File: config.mk
export PLATFORM = sky130hd
export DESIGN_NAME = store_data_unit
export DESIGN_NICKNAME = d
export VERILOG_FILES = /design/src/rtl/riscv_mem_pkg.sv /design/src/rtl/store_lane_align.sv /design/src/rtl/store_data_unit.sv
export SDC_FILE = /design/constraint.sdc
export NUM_CORES = 1
export LEC_CHECK = 0
export BUFFER_PORTS_ARGS = -buffer_cell sky130_fd_sc_hd__buf_2
export CAP_MARGIN = 20
export CORE_ASPECT_RATIO = 1.25
export CORE_MARGIN = 5
export CORE_UTILIZATION = 35
export DETAILED_ROUTE_END_ITERATION = 8
export GPL_TIMING_DRIVEN = 0
export HOLD_SLACK_MARGIN = 0.03
export PLACE_DENSITY = 0.69
export SYNTH_ARGS = -nofsm -noshare
export SYNTH_HDL_FRONTEND = slang
export SYNTH_SLANG_ARGS = --single-unit
File: constraint.sdc
create_clock -name clk -period 2.35 [get_ports clk]
set_input_delay 0.47 -clock clk [delete_from_list [all_inputs] [get_ports clk]]
set_output_delay 0.47 -clock clk [all_outputs]
set_load 0.005 [all_outputs]
File: src/rtl/riscv_mem_pkg.sv
// Shared memory-path definitions: store funct3 encodings, store-unit state encoding
// and byte-enable patterns. The load-side extract logic uses the same funct3 constants.
package riscv_mem_pkg;

    localparam logic [2:0] F3_SB = 3'b000;
    localparam logic [2:0] F3_SH = 3'b001;
    localparam logic [2:0] F3_SW = 3'b010;

    localparam logic [3:0] BE_BYTE0   = 4'b0001;
    localparam logic [3:0] BE_HALF_LO = 4'b0011;
    localparam logic [3:0] BE_HALF_HI = 4'b1100;
    localparam logic [3:0] BE_WORD    = 4'b1111;

    typedef enum logic [1:0] {
        ST_IDLE  = 2'd0,
        ST_ISSUE = 2'd1,
        ST_DONE  = 2'd2,
        ST_ERR   = 2'd3
    } sdu_state_e;

endpackage

File: src/rtl/store_lane_align.sv
// Store lane formatter: funct3/addr[1:0]/rs2 -> replicated write data, byte enables, error flags.
// Purely combinational, no latency, no backpressure. Misalignment is only flagged when
// MISALIGN_TRAP_EN is defined; otherwise SH/SW ignore the low address bits they do not use.
module store_lane_align
    import riscv_mem_pkg::*;
(
    input  logic [2:0]  i_funct3,
    input  logic [1:0]  i_addr_lo,
    input  logic [31:0] i_wdata,
    output logic [31:0] o_wd,
    output logic [3:0]  o_be,
    output logic        o_misaligned,
    output logic        o_illegal
);

    logic w_mis_half;
    logic w_mis_word;

`ifdef MISALIGN_TRAP_EN
    assign w_mis_half = i_addr_lo[0];
    assign w_mis_word = |i_addr_lo;
`else
    assign w_mis_half = 1'b0;
    assign w_mis_word = 1'b0;
`endif

    always_comb begin
        o_wd         = i_wdata;
        o_be         = 4'b0000;
        o_misaligned = 1'b0;
        o_illegal    = 1'b0;
        case (i_funct3)
            F3_SB: begin
                o_be = BE_BYTE0 << i_addr_lo;
                o_wd = {4{i_wdata[7:0]}};
            end
            F3_SH: begin
                o_be         = i_addr_lo[1] ? BE_HALF_HI : BE_HALF_LO;
                o_wd         = {2{i_wdata[15:0]}};
                o_misaligned = w_mis_half;
            end
            F3_SW: begin
                o_be         = BE_WORD;
                o_misaligned = w_mis_word;
            end
            default: begin
                o_illegal = 1'b1;
            end
        endcase
    end

endmodule

File: src/rtl/store_data_unit.sv
// Store data unit: formats rs2 into byte lanes and drives the data-memory write port.
// Latency: mem_we from the cycle after start; done/fault one cycle after the write ends; min 3 cycles.
// Backpressure: holds mem_we/payload stable until mem_ready, faults after TIMEOUT cycles (MISALIGN_TRAP_EN adds alignment trap).
module store_data_unit
    import riscv_mem_pkg::*;
#(
    parameter int TIMEOUT = 16,
    parameter int CNT_W   = 8
) (
    input  logic        clk,
    input  logic        reset,
    input  logic        start,
    input  logic [2:0]  funct3,
    input  logic [31:0] addr,
    input  logic [31:0] wdata_in,
    output logic        busy,
    output logic        done,
    output logic        fault,
    output logic        mem_we,
    input  logic        mem_ready,
    output logic [31:0] mem_addr,
    output logic [31:0] mem_wd,
    output logic [3:0]  mem_be
);

    localparam logic [CNT_W-1:0] CNT_LAST = CNT_W'(TIMEOUT - 1);

    sdu_state_e       r_state;
    sdu_state_e       w_state_nxt;
    logic [CNT_W-1:0] r_cnt;
    logic [31:0]      r_mem_addr;
    logic [31:0]      r_mem_wd;
    logic [3:0]       r_mem_be;

    logic [31:0]      w_wd;
    logic [3:0]       w_be;
    logic             w_misaligned;
    logic             w_illegal;
    logic             w_accept;

    store_lane_align u_align (
        .i_funct3     (funct3),
        .i_addr_lo    (addr[1:0]),
        .i_wdata      (wdata_in),
        .o_wd         (w_wd),
        .o_be         (w_be),
        .o_misaligned (w_misaligned),
        .o_illegal    (w_illegal)
    );

    always_ff @(posedge clk) begin
        if (!reset) begin
            r_state <= ST_IDLE;
        end else begin
            r_state <= w_state_nxt;
        end
    end

    always_comb begin
        w_state_nxt = r_state;
        w_accept    = 1'b0;
        busy        = 1'b1;
        done        = 1'b0;
        fault       = 1'b0;
        mem_we      = 1'b0;
        case (r_state)
            ST_IDLE: begin
                busy = 1'b0;
                if (start) begin
                    w_accept    = 1'b1;
                    w_state_nxt = (w_illegal || w_misaligned) ? ST_ERR : ST_ISSUE;
                end
            end
            ST_ISSUE: begin
                mem_we = 1'b1;
                if (mem_ready) begin
                    w_state_nxt = ST_DONE;
                end else if (r_cnt == CNT_LAST) begin
                    w_state_nxt = ST_ERR;
                end
            end
            ST_DONE: begin
                done        = 1'b1;
                w_state_nxt = ST_IDLE;
            end
            ST_ERR: begin
                fault       = 1'b1;
                w_state_nxt = ST_IDLE;
            end
            default: begin
                w_state_nxt = ST_IDLE;
            end
        endcase
    end

    // Counter sits at zero whenever idle, so every new ISSUE starts a fresh wait window.
    always_ff @(posedge clk) begin
        if (!reset) begin
            r_cnt <= '0;
        end else if (r_state == ST_ISSUE && !mem_ready) begin
            r_cnt <= r_cnt + CNT_W'(1);
        end else if (r_state != ST_ISSUE) begin
            r_cnt <= '0;
        end
    end

    always_ff @(posedge clk) begin
        if (!reset) begin
            r_mem_addr <= '0;
            r_mem_wd   <= '0;
            r_mem_be   <= '0;
        end else if (w_accept) begin
            r_mem_addr <= {addr[31:2], 2'b00};
            r_mem_wd   <= w_wd;
            r_mem_be   <= w_be;
        end
    end

    assign mem_addr = r_mem_addr;
    assign mem_wd   = r_mem_wd;
    assign mem_be   = r_mem_be;

endmodule

# Yosys cells after proc, flatten, opt, wreduce, memory -nomap -nowiden
# Cells that the tools add are included.
# word_totals
regBits	76
out_inout_bits	72
latch_bits	0
ram_bits	0
rom_bits	0
word_cells	40
mem_count	0
# classes
eq_ne	9
mux	16
n_addsub	1
n_bitwise	0
div_mod_pow	0
n_shift	1
multipliers	0
order_cmp	0
n_reduce_logical	8
# op_table
cell	n
case mux 32 bit (2 select lines)	1
two-way mux 8 bit	2
case mux 4 bit (3 select lines)	1
adder 8 x 1 -> 8 bit (second input constant)	1
equality test 8 x 4 -> 1 bit (second input constant)	1
two-way mux 2 bit	4
two-way mux 1 bit	6
case mux 2 bit (3 select lines)	1
equality test 2 bit (second input constant)	2
two-way mux 4 bit	1
left shift 1 x 2 -> 4 bit (first input constant)	1
equality test 3 x 1 -> 1 bit (second input constant)	1
equality test 3 x 2 -> 1 bit (second input constant)	1
logical NOT 3 bit	1
!= test 3 bit (second input constant)	1
OR reduction 3 bit	1
equality test 2 x 1 -> 1 bit (second input constant)	1
logical NOT 2 bit	1
!= test 2 x 1 -> 1 bit (second input constant)	1
!= test 2 bit (second input constant)	1
AND reduction 2 bit	1
nonzero test 2 bit	1
OR reduction 2 bit	1
logical AND 1 bit	1
logical NOT 1 bit	1

# Depth between registers and ports, before layout
# Gate-level depths: netlist of run 1.
# depth
depth_word	5
mapped_depth	6
ltp_nobuf	5

# Modules after synthesis
# Synthesis of run 1 repeated with hierarchy kept, for this count alone.
# hier_totals
cells_unflattened	409
hier_area_um2	3440.8
# modules_own_cells
mod	area_each_um2	cells_each	instances
store_data_unit	2926.6	341	1
store_lane_align	514.2	68	1

# Least setup slack after synthesis of run 1
# No wires, ideal clock.
# synth_timing
kind	input to register
startpoint	input port start
endpoint	register r_mem_addr[2] (netlist: mem_addr[2])
required_ns	2.228
slack_ns	0.995
stages	5
path_buffers	2
setup_ns	0.122
arrival_time_ns	1.233
path_cell_list	or3b_1 > buf_6 > buf_2 > nand2_1 > a21boi_0
# synth_via
elab_chain_len	2
# synth_lines
item	line_no	text
from (decl)	store_data_unit.sv:12	input logic start,
two-way mux 1 bit	store_data_unit.sv:69	if (start) begin
two-way mux 1 bit	store_data_unit.sv:66	case (r_state)
to (signal assigned)	store_data_unit.sv:113	r_mem_addr <= {addr[31:2], 2'b00};
to (decl)	store_data_unit.sv:31	logic [31:0] r_mem_addr;
# Every way passes these cells.
# A chain may end at the register's enable or synchronous reset.

# Final worst setup path of run 1
# layout_timing
startpoint	register r_state[0]
endpoint	output port mem_we
# layout_via
elab_chain_len	2
# layout_lines
item	line_no	text
from (decl)	store_data_unit.sv:28	sdu_state_e r_state;
from (signal assigned)	store_data_unit.sv:55	r_state <= w_state_nxt;
equality test 2 x 1 -> 1 bit	store_data_unit.sv:66	
two-way mux 1 bit	store_data_unit.sv:66	
to (decl)	store_data_unit.sv:19	output logic mem_we,
# Every way passes these cells.

==> results of run 1 <==
## power by group through the flow
| stage | combinational (mW) | clock, mW | sequential, mW |
|---|---|---|---|
| finish | 0.504 | 1.39 | 1.44 |
| global route | 0.565 | 1.47 | 1.45 |
| CTS | 0.510 | 1.42 | 1.44 |
| detailed placement | 0.508 | 0 | 1.47 |
| global placement | 0.501 | 0 | 1.46 |
| floorplan | 0.259 | 0 | 1.47 |
## cells in the final DEF, fill, tap and decap left out, types with 3 or more instances in the layout
cell       synthesis  layout
a41oi_1            8       8
xor2_1             6       6
o21ai_1            4       4
dfxtp_1           76      76
a21boi_2           4       4
a21boi_1          20      20
clkbuf_16          0       9
nor2_1            12      12
nand3_1           18      18
o211a_1            8       8
nor2b_1            3       3
buf_2             10     149
a31oi_1            8       8
clkbuf_1           7       8
buf_4              6       6
o21ai_0           16      16
a21boi_0          19      19
nand2_1          125     125
inv_1              4       4
buf_6              4       4
## worst max path at each step
stage | slack (ns) | startpoint | endpoint
6_report | 0.71 | r_state[0] | mem_we
5_1_grt | 0.59 | r_state[0] | mem_we
4_1_cts | 0.68 | r_state[0] | mem_we
3_5_place_dp | 0.69 | funct3[1] | mem_wd[29]
3_3_place_gp | 0.71 | funct3[1] | mem_wd[26]
2_1_floorplan | 0.99 | start | mem_addr[2]
## through the flow
| stage | cells | power (mW) | worst slack, ns | utilization (%) |
|---|---|---|---|---|
| 6_report | 659 | 3.33 | 0.706 | 48.2 |
| 3_3_place_gp | 643 | 1.96 | 0.706 | 44.9 |
| 2_1_floorplan | 381 | 1.73 | 0.995 | - |
| 5_1_grt | 659 | 3.49 | 0.588 | 48.2 |
| 3_5_place_dp | 643 | 1.97 | 0.692 | 44.9 |
| 4_1_cts | 659 | 3.37 | 0.684 | 48.2 |
## cells in the mapped netlist (2+ instances only)
library cell,number,area (sq um)
a21boi_0,19,143
a21boi_1,20,150
a21boi_2,4,45.0
a21oi_1,2,10.0
a31oi_1,8,50.1
a41oi_1,8,70.1
and2_1,2,12.5
buf_2,10,50.1
buf_4,6,45.0
buf_6,4,45.0
clkbuf_1,7,26.3
dfxtp_1,76,1520
inv_1,4,15.0
nand2_1,125,469
nand3_1,18,90.1
nor2_1,12,45.0
nor2_4,2,22.5
nor2b_1,3,18.8
o211a_1,8,80.1
o21ai_0,16,80.1
o21ai_1,4,20.0
xor2_1,6,52.6
## kinds of logic (layout without fill, tap and decap cells)
logic type               after synthesis  count (layout)  synth area share (%)
AO/OA/AOI/OAI                         92              92                  21.0
XOR/XNOR                               7               7                  1.92
adder cells (fa/ha/maj)                1               1                 0.391
buffers and inverters                 31             186                  5.67
flip-flops                            76              76                  47.6
multiplexers                           1               1                 0.313
other                                  1               2                 0.117
AND/OR/NAND/NOR                      171             171                  23.0
## worst reg2reg max path, stage by stage (launching register included)
cell	delay, ns
dfxtp_1	0.36
or2_4	0.26
nor2_4	0.14
buf_2	0.24
o21ai_0	0.11
a41oi_1	0.18
## state kept, by name, summed over array words and instances, names as in the netlist
signal    flops
mem_be        4
r_cnt         8
mem_addr     30
mem_wd       32
r_state       2
## routing by layer
layer	up-vias	track usage [%]	part of all wire, %	routed length (microns)
met2	117	27.2	47	4410
li1	1575	-	-	-
met5	-	0	0	0
met1	1424	19.6	41	3850
met3	20	4.48	8.6	802
met4	0	9.11	3.2	300
## layout make-up
| cell class | count | area, sq um | area share, % |
|---|---|---|---|
| flip-flops and latches | 76 | 1520 | 34.9 |
| multi-input cells | 274 | 1500 | 34.4 |
| repair buffers | 139 | 696 | 16.0 |
| clock buffers | 12 | 256 | 5.89 |
| plain buffers | 27 | 166 | 3.82 |
| well taps | 123 | 154 | 3.53 |
| clock inverters | 4 | 47.5 | 1.09 |
| inverters | 4 | 15.0 | 0.345 |
==> impl_results.md, run 1 <==
* Status: completed
* Clock Latency Late Sink at 0.34 ns
* Critical Path Stages at 2
* R2R Path Start: r_state[0]
* Sequential cell area fraction in the yosys report at 47.6%
* Net Sw Power at 0.838 mW
* CTS Buf Count at 9
* Worst path cell trace: nor2b_1 > buf_2
* Avg WL per Cell at 14.2 microns
* Vias in the first global route at 3013
* Critical path launch point type: flip-flop
* Int Power at 2.50 mW
* Gr ovfl total at 0
* RSZ-0062 raised after global routing: false
* Reg2reg setup slack at 0.98 ns
* Max IR drop VDD at 0.366 mV
* Max incr delay on CP at 0.43 ns
* Worst hold slack at 0.367 ns
* Crit share post-route at 70.0%
* Fmax at 608 MHz
* Hold endpoint: mem_addr[26]
* Post-cts sizing count at 0
* Fillers at 932
* Skew final at 0.00526 ns
* Total Routing Usage GR at 16.6%
* Row Count at 39
* Final nets at 603
* Die width at 95.5 microns
* Warnings, synthesis at 0
* Post-synth EDFFs at 0
* Fin. Hold Viols at 0
* PwrDens at 765 nW/um^2
* Post-DP HPWL at 7290 microns
* CP Class: flip-flop to primary output
* Final setup violation count at 0
* Pin count of the biggest net entering global routing at 13
* DR vias at 3136
* Layout area overhead at 36.2%
* Sequential power share at 43.2%
* Post-DRT Antenna Nets at 0
* Clock Tree Root: clkbuf_16
* Crit path arrival time at 1.17 ns
* Hold buffers post-CTS at 0
* Total wire length at 9360 microns
* Max cap viols at 0
* Max FO, Critical Path at 8
* Slowest-stage cell, CP: dfxtp_1
* Vias per inst at 4.76
* Core Region at 9030 sq um
* FF+latch count, synth at 76
* Initial Utilization at 35.4%
* N_diodes at 0
* H-tree depth at 3
* Ys flop type: dfxtp_1
* Initial DRT Pass Iterations at 4
* Number of I/O pins at 143
* First-pass GRT wire length at 14200 microns
* Clock slew at reported path FFs at 0.06 ns
* Worst path bufs/invs at 1
* Critical path data required time at 1.88 ns
* Crit Reg-Reg Endpoint: mem_wd[31]
* Design area at 4360 sq um
* I/O Buffers at 139
* Critical hold path startpoint: addr[26]
* DRT iter0 DRCs at 124
* Reg2Reg Depth at 5
* Antenna violations before repair at 0
* Die height at 117 microns
* CTS tree: yes
* Ys async rst share at 0%
* Setup TNS at 0 ns
* Fin. max-slew vios at 0
* Post-CTS Setup Bufs at 0
* Synthesized area at 3200 sq um
* Crit end category: primary output
* Hold WC Path Type: input pin to flip-flop
* Clock Tree Buf Depth at 2
* Share of layout cells above drive strength 1 at 34.1%
* Clock Power Share at 41.7%
* DRC violations left at 0
* Logic pwr share at 15.1%
* Leak pwr at 2.11 nW
* Clk sink count at 76
* Placed Area at 4050 sq um
* Cell count after synthesis at 380
* Avg Cell Area, Syn at 8.42 sq um
* Crit path time final at 1.64 ns
* Sw frac at 25.1%
* Post-synthesis cell type count at 38
* Die area at 11200 sq um
* Top delay family on crit path: flip-flops
* Routability Congestion at 0.872
* Worst hold stages at 3
Power figures use the tool's default switching activity.
==> run 2, diff against run 1 <==
- ABC_AREA: not set -> 1
- PLACE_DENSITY: 0.69 -> 0.72
- clock period: 2.35 -> 1.45 ns (I/O delays scaled with it)
==> run 2 against run 1 <==
  * Sequential power up 70%
  * Power up 81%
  * Critical path depth up 1
  * Synthesized cell count up 16%
  * Combinational power up 130%
  * Global-route usage up 0.22 points
  * Sequential share of layout area down 0.58 points
  * Cell count up 9.1%
  * Via count up 8.4%
  * Clock-buffer cell count down 1
  * Register-to-register slack worse by 0.90 ns
==> impl_results.md, run 2 <==
* Cell count after synthesis at 441
* Pre-CTS setup slack at -0.168 ns
* Slew headroom at 60.7%
* Total Routing Usage GR at 16.8%
* Synth area leader: dfxtp_1
* Clock slew at reported path FFs at 0.06 ns
* Area contributors post-synth: dfxtp_1, nor2_1, o21ai_0
* Hold WC Path Type: input pin to flip-flop
* DRT iter0 DRCs at 146
* Largest register FFs at 32
* Die area at 11300 sq um
* Clock Latency Late Sink at 0.33 ns
* Crit path time final at 1.38 ns
* Number of I/O pins at 143
* Clock Tree Root: clkbuf_16
* RSZ-0062 raised after global routing: true
* I/O Buffers at 139
* Warnings, synthesis at 0
* Top-count cell post-synth: nor2_1
* Max FO, Critical Path at 5
* Ys flop type: dfxtp_1
* Most common cell after layout, fill and taps aside: buf_2
* Final setup violation count at 0
* Reg2Reg Depth at 7
* FF+latch count, synth at 76
* Routability Congestion at 0.854
* Final nets at 664
* Crit path arrival time at 1.09 ns
* Fmax at 725 MHz
* Row Count at 39
* Die width at 96.1 microns
* CTS Buf Count at 9
* Share of layout cells above drive strength 1 at 32.6%
* Critical hold path startpoint: addr[12]
* Worst path cell trace: nor2_2 > inv_1 > buf_2
* Power Total at 6.04 mW
* Clock Tree Buf Depth at 2
* Post-CTS Setup Bufs at 0
* Commonest cells after routing, fill and taps aside: buf_2, nor2_1, dfxtp_1
* Status: completed
* Hold endpoint: mem_addr[12]
* Sequential cell area fraction in the yosys report at 46.9%
* Ys async rst share at 0%
* Skew final at 0.00726 ns
* Reg2reg setup slack at 0.08 ns
* Max IR drop VDD at 0.651 mV
* PwrDens at 1360 nW/um^2
* R2R Path Start: r_state[0]
* CTS tree: yes
* Crit Reg-Reg Endpoint: mem_wd[15]
* First-pass GRT wire length at 15200 microns
* Placed Area at 4100 sq um
* Design area at 4430 sq um
* Post-DRT Antenna Nets at 0
* Pin count of the biggest net entering global routing at 13
* Fin. max-slew vios at 0
* Total wire length at 9620 microns
* Avg WL per Cell at 13.4 microns
* Core Region at 9130 sq um
* Initial Utilization at 35.6%
* Worst hold stages at 3
* Post-DP HPWL at 7590 microns
* Antenna violations before repair at 0
* CP Class: flip-flop to primary output
* Leak pwr at 2.16 nW
* Vias per inst at 4.73
* Die height at 118 microns
* Layout area overhead at 36.5%
* Top cells by count, synth: nor2_1, dfxtp_1, o21ai_0
* Clk sink count at 76
* Worst path bufs/invs at 2
* Post-synth EDFFs at 0
* Avg Cell Area, Syn at 7.36 sq um
* Slowest-stage cell, CP: dfxtp_1
* DR vias at 3400
* Crit end category: primary output
* Critical path data required time at 1.16 ns
* Top cell type's share of synthesized area at 46.9%
* DRC violations left at 0
* Synthesized area at 3240 sq um
* N_diodes at 0
* Setup TNS at 0 ns
* Critical path launch point type: flip-flop
* Top delay family on crit path: flip-flops
* Gr ovfl total at 0
* Post-synthesis cell type count at 29
* Worst hold slack at 0.211 ns
* Max incr delay on CP at 0.35 ns
* Final setup margin at 0.0700 ns
* H-tree depth at 3
* Vias in the first global route at 3294
* Max cap viols at 0
* Initial DRT Pass Iterations at 5
* Fin. Hold Viols at 0
* Crit share post-route at 95.2%
* Worst-margin pin slew at 0.589 ns
[run 2: power by group]
group / switching, mW / leakage [nW] / internal [mW] / total, mW
logic: 0.674 / 1.38 / 0.509 / 1.18
clock network: 0.822 / 0.158 / 1.59 / 2.41
registers: 0.117 / 0.627 / 2.33 / 2.45
[run 2: metrics by stage]
stage                     instances  utilization, %
final                           719            48.5
after global placement          704            44.9
after CTS                       719            48.5
after detailed placement        704            44.9
after global routing            719            48.5
after floorplan                 442               -
[run 2: what timing repair did]
| item | CTS | global route |
|---|---|---|
| hold buffers | 0 | 0 |
| endpoints found under the hold margin | 0 | 0 |
| gates resized for setup | 1 | 3 |
| endpoints found under the setup margin | 10 | 20 |
[run 2: how the worst max path moves through the flow]
stage | startpoint | endpoint | slack [ns] | cells past startpoint
floorplan | r_state[1] | mem_wd[16] | 0.30 | 6
global placement | reset | mem_wd[22] | -0.11 | 4
detailed placement | reset | mem_wd[22] | -0.17 | 4
CTS | r_state[0] | mem_wd[2] | 0.04 | 6
global route | r_state[0] | mem_wd[30] | -0.009 | 8
finish | r_state[0] | busy | 0.07 | 3
[run 2: cells by family (layout without fill, tap and decap cells)]
group	count (synthesis)	count (layout)	synth area share, %
XOR/XNOR	1	1	0.270
other	1	2	0.116
AND/OR/NAND/NOR	200	200	25.3
AO/OA/AOI/OAI	107	107	18.9
adder cells (fa/ha/maj)	1	1	0.386
buffers and inverters	55	209	8.14
flip-flops	76	76	46.9
[run 2: worst reg2reg max path: cells and delay by family, from the launching register on]
kind,cells,cell delay [ns]
buf+inv,3,0.41
flops,1,0.35
simple gates,2,0.29
compound gates,2,0.25
[run 2: per-layer routing]
| layer | track usage, % | vias to the layer above | wire length (microns) |
|---|---|---|---|
| li1 | - | 1739 | - |
| met1 | 20.0 | 1519 | 3930 |
| met2 | 27.8 | 131 | 4640 |
| met3 | 4.92 | 11 | 930 |
| met4 | 6.67 | 0 | 117 |
| met5 | 0 | - | 0 |
[run 2: layout make-up]
type / count / area [sq um]
tap: 123 / 154
buffer: 24 / 149
clock buffer: 11 / 253
sequential: 76 / 1520
multi-input combinational: 311 / 1470
clock inverter: 4 / 72.6
fill: 947 / 4700
timing repair buffer: 139 / 696
inverter: 31 / 116
==> run 3, diff against run 2 <==
- CORE_ASPECT_RATIO: 1.25 -> 1.75
==> run 3 against run 2 <==
  * Critical path depth up 1
  * Largest power group unchanged
  * Critical path type unchanged
  * Highest routed layer unchanged
  * Flip-flop and latch count unchanged
  * Largest cell class unchanged
  * Clock power about the same
  * First-iteration DRC count up 2.1%
  * Global-route usage up 0.76 points
  * Critical endpoint is now mem_we
  * Combinational power about the same
==> impl_results.md, run 3 (same netlist as run 2, synthesis figures left out) <==
* H-tree depth at 3
* Hold WC Path Type: input pin to flip-flop
* Clock slew at reported path FFs at 0.06 ns
* Critical path data required time at 1.16 ns
* Die width at 82.8 microns
* Vias per inst at 4.76
* Max FO, Critical Path at 3
* Leak pwr at 2.16 nW
* Initial Utilization at 35.7%
* Critical hold path startpoint: addr[9]
* Largest register FFs at 32
* Layout area overhead at 36.5%
* Crit share post-route at 92.1%
* Total wire length at 9930 microns
* DRT iter0 DRCs at 149
* Pre-CTS setup slack at -0.132 ns
* Gr ovfl total at 0
* Pin count of the biggest net entering global routing at 13
* Die area at 11400 sq um
* Final core utilization at 48.7%
* Antenna violations before repair at 1
* Crit path time final at 1.34 ns
* Post-DP HPWL at 7850 microns
* Design area at 4430 sq um
* Worst-margin pin slew at 0.561 ns
* DR vias at 3419
* Avg WL per Cell at 13.8 microns
* Max IR drop VDD at 0.805 mV
* Fillers at 955
* CTS Buf Count at 9
* Clk sink count at 76
* Initial DRT Pass Iterations at 4
* Clock Tree Buf Depth at 2
* Share of layout cells above drive strength 1 at 32.7%
* Crit Reg-Reg Endpoint: mem_wd[19]
* Placed Area at 4090 sq um
* FF/Latch Area at 1520 sq um
* R2R Path Start: r_state[0]
* Critical path launch point type: flip-flop
* Max cap viols at 0
* Final setup margin at 0.115 ns
* Skew final at 0.00714 ns
* Slew headroom at 62.6%
* Fin. Hold Viols at 0
* Core Region at 9090 sq um
* Reg2Reg Depth at 6
* Hold endpoint: mem_addr[9]
* Reg2reg setup slack at 0.17 ns
* CP Class: flip-flop to primary output
* Post-CTS Setup Bufs at 0
* Hold buffers post-CTS at 0
* Vias in the first global route at 3315
* Fin. max-slew vios at 0
* Number of I/O pins at 143
* Final setup violation count at 0
* Multi-input logic area at 1470 sq um
* Worst hold stages at 3
* PwrDens at 1360 nW/um^2
* Total Routing Usage GR at 17.6%
* Crit path arrival time at 1.05 ns
* Die height at 137 microns
* CTS tree: yes
* Clock Tree Root: clkbuf_16
* Commonest cells after routing, fill and taps aside: buf_2, nor2_1, dfxtp_1
* Final nets at 664
* Post-DRT Antenna Nets at 0
* First-pass GRT wire length at 15300 microns
* DRC violations left at 0
* I/O Buffers at 139
* Clock Latency Late Sink at 0.33 ns
* RSZ-0062 raised after global routing: false
* Most common cell after layout, fill and taps aside: buf_2
* Fmax at 749 MHz
* Crit end category: primary output
* Routability Congestion at 0.866
* Row Count at 46
* Status: completed
## run 3: per-layer routing
| metal | vias up | share of wire (%) | GRT usage, % |
|---|---|---|---|
| met5 | - | 0 | 0 |
| met4 | 0 | 2.9 | 9.27 |
| met3 | 20 | 6.1 | 4.32 |
| li1 | 1735 | - | - |
| met1 | 1537 | 39 | 19.1 |
| met2 | 127 | 52 | 30.6 |
## run 3: repair_timing
item,CTS,global route
endpoints found under the setup margin,1,27
resized for setup,1,4
endpoints found under the hold margin,0,0
## run 3: worst max-delay path: stages, from the launching register on
cell	delay [ns]
dfxtp_2	0.36
inv_1	0.07
nand2_1	0.11
inv_1	0.07
buf_2	0.13
## run 3: worst max path at each step
| stage | cells past startpoint | endpoint | from | slack, ns |
|---|---|---|---|---|
| 6_report | 4 | mem_we | r_state[1] | 0.11 |
| 3_3_place_gp | 4 | mem_wd[22] | reset | -0.17 |
| 5_1_grt | 6 | r_cnt[6] | r_cnt[0] | 0.03 |
| 3_5_place_dp | 4 | mem_wd[22] | reset | -0.13 |
| 2_1_floorplan | 6 | mem_wd[16] | r_state[1] | 0.30 |
| 4_1_cts | 6 | mem_wd[19] | r_state[0] | 0.06 |
## run 3: metrics by stage
step,total power [mW],setup TNS (ns),hold slack [ns],cells
after floorplan,3.14,0,0.425,442
after global placement,3.66,-1.27,0.459,701
after detailed placement,3.69,-0.930,0.465,701
after CTS,6.08,0,0.203,717
after global routing,6.34,0,0.223,718
final,6.03,0,0.210,718
## run 3: area by class of cell
cell class                 count  share of cell area [%]
antenna                        1                  0.0565
buffer                        24                    3.36
clock buffer                  12                    5.56
clock inverter                 4                    1.64
inverter                      31                    2.63
multi-input combinational    311                    33.2
sequential                    76                    34.4
tap                          120                    3.39
timing repair buffer         139                    15.7
## run 3: power breakdown
part | switching, mW | internal, mW | leakage (nW) | total [mW]
Sequential | 0.119 | 2.33 | 0.627 | 2.45
Clock | 0.836 | 1.55 | 0.153 | 2.39
Combinational | 0.681 | 0.512 | 1.38 | 1.19
